[src/rtl/block_sync_pkg.sv]
// Shared types and helpers for the 64b/66b block-lock receive path.
// Sync header encodings, lane state encoding and header validity.
package block_sync_pkg;

  localparam logic [1:0] SYNC_DATA = 2'b01;
  localparam logic [1:0] SYNC_CTRL = 2'b10;

  typedef enum logic [1:0] {
    ST_INIT,
    ST_TEST,
    ST_LOCKED,
    ST_SLIP_WAIT
  } lane_st_e;

  function automatic logic head_ok(input logic [1:0] h);
    return (h == SYNC_DATA) || (h == SYNC_CTRL);
  endfunction

endpackage

[src/rtl/block_sync_rx_lane.sv]
// Single-lane sync-header lock FSM with lock, window, bad-header
// and slip hold-off counters.
module block_sync_rx_lane
  import block_sync_pkg::*;
#(
  parameter int HEAD_W    = 2,
  parameter int LOCK_CNT  = 64,
  parameter int WIN_CNT   = 1024,
  parameter int BAD_CNT   = 16,
  parameter int SLIP_WAIT = 4
) (
  input  logic              clk,
  input  logic              nreset,
  input  logic              signal_v_i,
  input  logic              valid_i,
  input  logic [HEAD_W-1:0] head_i,
  output logic              slip_v_o,
  output logic              lock_v_o
);

  localparam int GOOD_W = $clog2(LOCK_CNT + 1);
  localparam int WIN_W  = $clog2(WIN_CNT + 1);
  localparam int BAD_W  = $clog2(BAD_CNT + 1);
  localparam int WAIT_W =
    (SLIP_WAIT < 1) ? 1 : $clog2(SLIP_WAIT + 1);
  localparam lane_st_e SLIP_NEXT =
    (SLIP_WAIT == 0) ? ST_TEST : ST_SLIP_WAIT;

  lane_st_e          state_q, state_d;
  logic [GOOD_W-1:0] good_q, good_d, good_inc;
  logic [WIN_W-1:0]  win_q, win_d, win_inc;
  logic [BAD_W-1:0]  bad_q, bad_d, bad_inc;
  logic [WAIT_W-1:0] wait_q, wait_d;
  logic              lock_q, lock_d;
  logic              slip_q, slip_d;
  logic              hv;

  assign hv       = head_ok(head_i);
  assign good_inc = good_q + GOOD_W'(1);
  assign win_inc  = win_q + WIN_W'(1);
  assign bad_inc  = bad_q + BAD_W'(!hv);

  always_comb begin
    state_d = state_q;
    good_d  = good_q;
    win_d   = win_q;
    bad_d   = bad_q;
    wait_d  = wait_q;
    lock_d  = lock_q;
    slip_d  = 1'b0;
    if (!signal_v_i) begin
      // signal loss beats everything, including a pending slip
      state_d = ST_INIT;
      good_d  = '0;
      win_d   = '0;
      bad_d   = '0;
      wait_d  = '0;
      lock_d  = 1'b0;
    end else begin
      unique case (state_q)
        ST_INIT: begin
          state_d = ST_TEST;
          good_d  = '0;
        end
        ST_TEST: begin
          if (valid_i) begin
            if (hv) begin
              good_d = good_inc;
              if (good_inc == GOOD_W'(LOCK_CNT)) begin
                lock_d  = 1'b1;
                win_d   = '0;
                bad_d   = '0;
                state_d = ST_LOCKED;
              end
            end else begin
              slip_d  = 1'b1;
              good_d  = '0;
              wait_d  = '0;
              state_d = SLIP_NEXT;
            end
          end
        end
        ST_LOCKED: begin
          if (valid_i) begin
            if (bad_inc == BAD_W'(BAD_CNT)) begin
              lock_d  = 1'b0;
              slip_d  = 1'b1;
              good_d  = '0;
              win_d   = '0;
              bad_d   = '0;
              wait_d  = '0;
              state_d = SLIP_NEXT;
            end else if (win_inc == WIN_W'(WIN_CNT)) begin
              win_d = '0;
              bad_d = '0;
            end else begin
              win_d = win_inc;
              bad_d = bad_inc;
            end
          end
        end
        ST_SLIP_WAIT: begin
          if (wait_q == WAIT_W'(SLIP_WAIT - 1)) begin
            wait_d  = '0;
            good_d  = '0;
            state_d = ST_TEST;
          end else begin
            wait_d = wait_q + WAIT_W'(1);
          end
        end
        default: state_d = ST_INIT;
      endcase
    end
  end

  always_ff @(posedge clk or negedge nreset) begin
    if (!nreset) begin
      state_q <= ST_INIT;
      good_q  <= '0;
      win_q   <= '0;
      bad_q   <= '0;
      wait_q  <= '0;
      lock_q  <= 1'b0;
      slip_q  <= 1'b0;
    end else begin
      state_q <= state_d;
      good_q  <= good_d;
      win_q   <= win_d;
      bad_q   <= bad_d;
      wait_q  <= wait_d;
      lock_q  <= lock_d;
      slip_q  <= slip_d;
    end
  end

  assign slip_v_o = slip_q;
  assign lock_v_o = lock_q;

endmodule

[src/rtl/block_sync_rx_multi.sv]
// Multi-lane 64b/66b block-lock engine: independent lane FSMs
// plus a registered all-lanes-locked flag for deskew.
module block_sync_rx_multi
  import block_sync_pkg::*;
#(
  parameter int LANE_CNT  = 4,
  parameter int HEAD_W    = 2,
  parameter int LOCK_CNT  = 64,
  parameter int WIN_CNT   = 1024,
  parameter int BAD_CNT   = 16,
  parameter int SLIP_WAIT = 4
) (
  input  logic                       clk,
  input  logic                       nreset,
  input  logic [LANE_CNT-1:0]        signal_v_i,
  input  logic [LANE_CNT-1:0]        valid_i,
  input  logic [LANE_CNT*HEAD_W-1:0] head_i,
  output logic [LANE_CNT-1:0]        slip_v_o,
  output logic [LANE_CNT-1:0]        lock_v_o,
  output logic                       all_lock_v_o
);

  logic all_lock_q;

  for (genvar n = 0; n < LANE_CNT; n++) begin : g_lane
    block_sync_rx_lane #(
      .HEAD_W    (HEAD_W),
      .LOCK_CNT  (LOCK_CNT),
      .WIN_CNT   (WIN_CNT),
      .BAD_CNT   (BAD_CNT),
      .SLIP_WAIT (SLIP_WAIT)
    ) u_lane (
      .clk        (clk),
      .nreset     (nreset),
      .signal_v_i (signal_v_i[n]),
      .valid_i    (valid_i[n]),
      .head_i     (head_i[n*HEAD_W +: HEAD_W]),
      .slip_v_o   (slip_v_o[n]),
      .lock_v_o   (lock_v_o[n])
    );
  end

  always_ff @(posedge clk or negedge nreset) begin
    if (!nreset) all_lock_q <= 1'b0;
    else         all_lock_q <= &lock_v_o;
  end

  assign all_lock_v_o = all_lock_q;

endmodule

[config.mk]
export PLATFORM = sky130hd
export DESIGN_NAME = block_sync_rx_multi
export DESIGN_NICKNAME = d
export VERILOG_FILES = /design/src/rtl/block_sync_pkg.sv /design/src/rtl/block_sync_rx_lane.sv /design/src/rtl/block_sync_rx_multi.sv
export SDC_FILE = /design/constraint.sdc
export NUM_CORES = 1
export LEC_CHECK = 0
export CAP_MARGIN = 20
export CORE_MARGIN = 8
export CORE_UTILIZATION = 44
export CTS_BUF_LIST = sky130_fd_sc_hd__clkbuf_4 sky130_fd_sc_hd__clkbuf_8
export DETAILED_ROUTE_END_ITERATION = 12
export GPL_ROUTABILITY_DRIVEN = 1
export GPL_TIMING_DRIVEN = 0
export SETUP_SLACK_MARGIN = 0.15
export SYNTH_ARGS = -nofsm -noshare
export SYNTH_HDL_FRONTEND = slang
export SYNTH_SLANG_ARGS = --single-unit
[constraint.sdc]
create_clock -name clk -period 7 [get_ports clk]
set_input_delay 1.4 -clock clk [delete_from_list [all_inputs] [get_ports clk]]
set_output_delay 1.4 -clock clk [all_outputs]
set_load 0.01 [all_outputs]
==> run summary <==
Worst setup SP type: primary input
register clock-pin slew on the reported worst setup and hold paths: 0.07 ns
CTS tree: built
Final Max Slew Viols: 0
Initial Utilization: 44.6%
post-synthesis compound-gate area fraction: 22.5%
max cap viols: 0
# clock sinks: 121
Die Width: 148 um
Post-Syn Area: 0.00766 mm^2
Critical Path, Cell by Cell: clkdlybuf4s50_1 -> xor2_1 -> inv_1 -> ha_1 -> ha_1 -> nor2b_1 -> or4_4 -> o311ai_4 -> o311ai_1 -> buf_2 -> nor2_2 -> mux2i_1
largest net degree at the start of global routing: 68
post-synthesis xor/xnor area fraction: 2.06%
Final Cell Area: 0.00859 mm^2
critical path type: primary input to flip-flop
CTS Root Cell: clkbuf_8
Cell variety after synth: 71
post-synth net total: 923
ant diodes: 0
leakage: 3.65 nW
WP buf/inv: 3
Buffers on Ports: 24
top post-synthesis cells by area: dfrtp_1, o21ai_0, ha_1, nand2_1, o31ai_1
postcts setup bufs: 0
CP most frequent cell: ha_1
area share of the largest cell type after synthesis: 39.5%
Vias/cell: 5.57
cell count after synthesis: 873
post-route ant nets: 0
Worst VDD drop: 0.119 mV
DP HPWL: 11800 um
R2R setup slack: 4.18 ns
worst-skew pair later-pin latency: 0.44 ns
die area: 0.0219 mm^2
f_max: 0.229 GHz
Final period util: 62.5%
CTS buffer count: 17
syn_area_per_cell: 8.77 um^2
share of cells above drive strength 1: 8.29%
Data arrival, critical path: 4.73 ns
Post-CTS Resized: 0
main combinational cell family by area after synthesis: simple AND/OR/NAND/NOR gates
First-pass DRT Iterations: 5
DRC viols: 0
area delta synth->final: 12.3%
crit path max fanout: 10
antenna violations before repair: 0
final setup skew: 0.0116 ns
crit-path max cell delay: 0.52 ns
Placed Cells: 1123
number of global-route vias before repair: 6056
clock tree buffer depth: 2
Post-Route WL: 16700 um
PD cells: 225 mW/mm^2
RSZ-0062 raised after global routing: false
Post-synth ARST share: 100%
fin crit period: 4.37 ns
GR Overflow Total: 0
total track usage: 15.8%
H-tree depth: 4
Max-slew headroom: 59.6%
first-pass GRT wire length: 29000 um
Avg WL per Cell: 14.4 um
YS warnings: 0
adder and majority gate portion of the synthesized area: 5.23%
multiplexer share of the synthesized area: 2.86%
Synth area leader: dfrtp_1
most frequent cells after synthesis: dfrtp_1, o21ai_0, nand2_1
register area share after synthesis: 39.5%
simple-gate share of the synthesized area: 23.6%
Hold Fails Final Rpt: 0
Final GP Congestion: 0.800
Die Height: 148 um
Hold Path Class: flip-flop to flip-flop
Final setup viols: 0
Core ar.: 0.0172 mm^2
I/O pin count: 27
number of synthesized flops with an enable pin: 0
Slew @ Worst Pin: 0.598 ns
count of hold buffers inserted by post-cts repair: 0
Top delay family on crit path: simple AND/OR/NAND/NOR gates
Synth Flop Type: dfrtp_1
Placed Instance Area: 0.00821 mm^2
Cell Rows: 48
CP max stage cell: or4_4
most frequent cell after synthesis: dfrtp_1
1st-iter DRT viols: 354
Final #Nets: 967
Worst Path Required: 7.36 ns
final std cells w/o fill: 1154
status: completed
vias: 6433
post-synthesis register bit count: 121
Crit. End Element: flip-flop
layout make-up:
cell class,instances,area [um^2]
fill,1660,8580
multi-input combinational,678,4310
sequential,121,3030
clock buffer,22,290
tap,225,282
timing repair buffer,25,269
buffer,41,194
inverter,33,124
clock inverter,9,97.6
power breakdown:
| group | switching (mW) | total [mW] | internal (mW) |
|---|---|---|---|
| sequential | 0.0507 | 0.796 | 0.745 |
| combinational | 0.301 | 0.513 | 0.212 |
| clock | 0.274 | 0.621 | 0.347 |
tightest hold or removal path, delay by kind of cell, from the launching register on:
kind,cells,cell delay (ns)
DFF,1,0.35
and+or+nand+nor,2,0.10
sequential cells by signal (all words and copies together), names as in the netlist:
register	cells
g_lane.u_lane.win_q	44
g_lane.u_lane.good_q	28
g_lane.u_lane.bad_q	20
g_lane.u_lane.wait_q	12
g_lane.u_lane.state_q	8
g_lane.u_lane.lock_v_o	4
g_lane.u_lane.slip_v_o	4
all_lock_v_o	1
cell usage in the layout (no fill, tap or decap), types with 10 or more instances in the layout:
cell type        count
and3_1              13
dfrtp_1            121
inv_1               33
o21ai_0             94
ha_1                32
clkdlybuf4s50_1     23
nand2b_1            28
and2_1              12
nand2_1             90
a22o_1              10
nand4_1             14
clkbuf_1            26
a21oi_1             25
mux2i_1             14
nor2_1              65
nor3_1              25
nand3_1             54
clkbuf_8            20
o31ai_1             40
logic make-up (layout without fill, tap and decap cells):
group           Yosys count  after routing
fa+ha+maj                32             32
buf+inv                  74            130
mux                      21             21
flops                   121            121
xor+xnor                 18             18
compound gates          250            250
simple gates            357            357
worst paths after layout:
path / from / to / cells past startpoint
max: head_i[7] / g_lane[3].u_lane.state_q[1]$_DFFE_PN0P_ / 12
min in group asynchronous: nreset / g_lane[3].u_lane.wait_q[2]$_DFFE_PN0P_ / 1
max reg2reg: g_lane[3].u_lane.bad_q[0]$_DFFE_PN0P_ / g_lane[3].u_lane.state_q[1]$_DFFE_PN0P_ / 9
max in group asynchronous: nreset / g_lane[1].u_lane.wait_q[0]$_DFFE_PN0P_ / 2
min reg2reg: g_lane[0].u_lane.bad_q[0]$_DFFE_PN0P_ / g_lane[0].u_lane.bad_q[0]$_DFFE_PN0P_ / 2
min: g_lane[0].u_lane.bad_q[0]$_DFFE_PN0P_ / g_lane[0].u_lane.bad_q[0]$_DFFE_PN0P_ / 2
stage by stage:
stage | TNS (ns) | util [%] | total power, mW | setup WS [ns] | hold slack, ns
floorplan | 0 | - | 1.17 | 3.03 | 0.445
global placement | -64.34 | 47.6 | 1.32 | -0.542 | 0.460
detailed placement | 0 | 47.8 | 1.33 | 2.11 | 0.466
CTS | 0 | 50.0 | 1.96 | 2.60 | 0.482
global route | 0 | 50.0 | 2.05 | 2.43 | 0.500
finish | 0 | 50.0 | 1.93 | 2.63 | 0.479
metal layers:
metal / share of wire (%) / global-route usage [%] / wire length [um] / vias up
met3: 2.8 / 3.70 / 472 / 8
li1: - / - / - / 3286
met4: 0.55 / 3.93 / 92 / 0
met2: 46 / 25.1 / 7690 / 72
met1: 50 / 21.3 / 8400 / 3067
met5: 0 / 0 / 0 / -
Note: power is estimated with default switching activity, not from simulation.
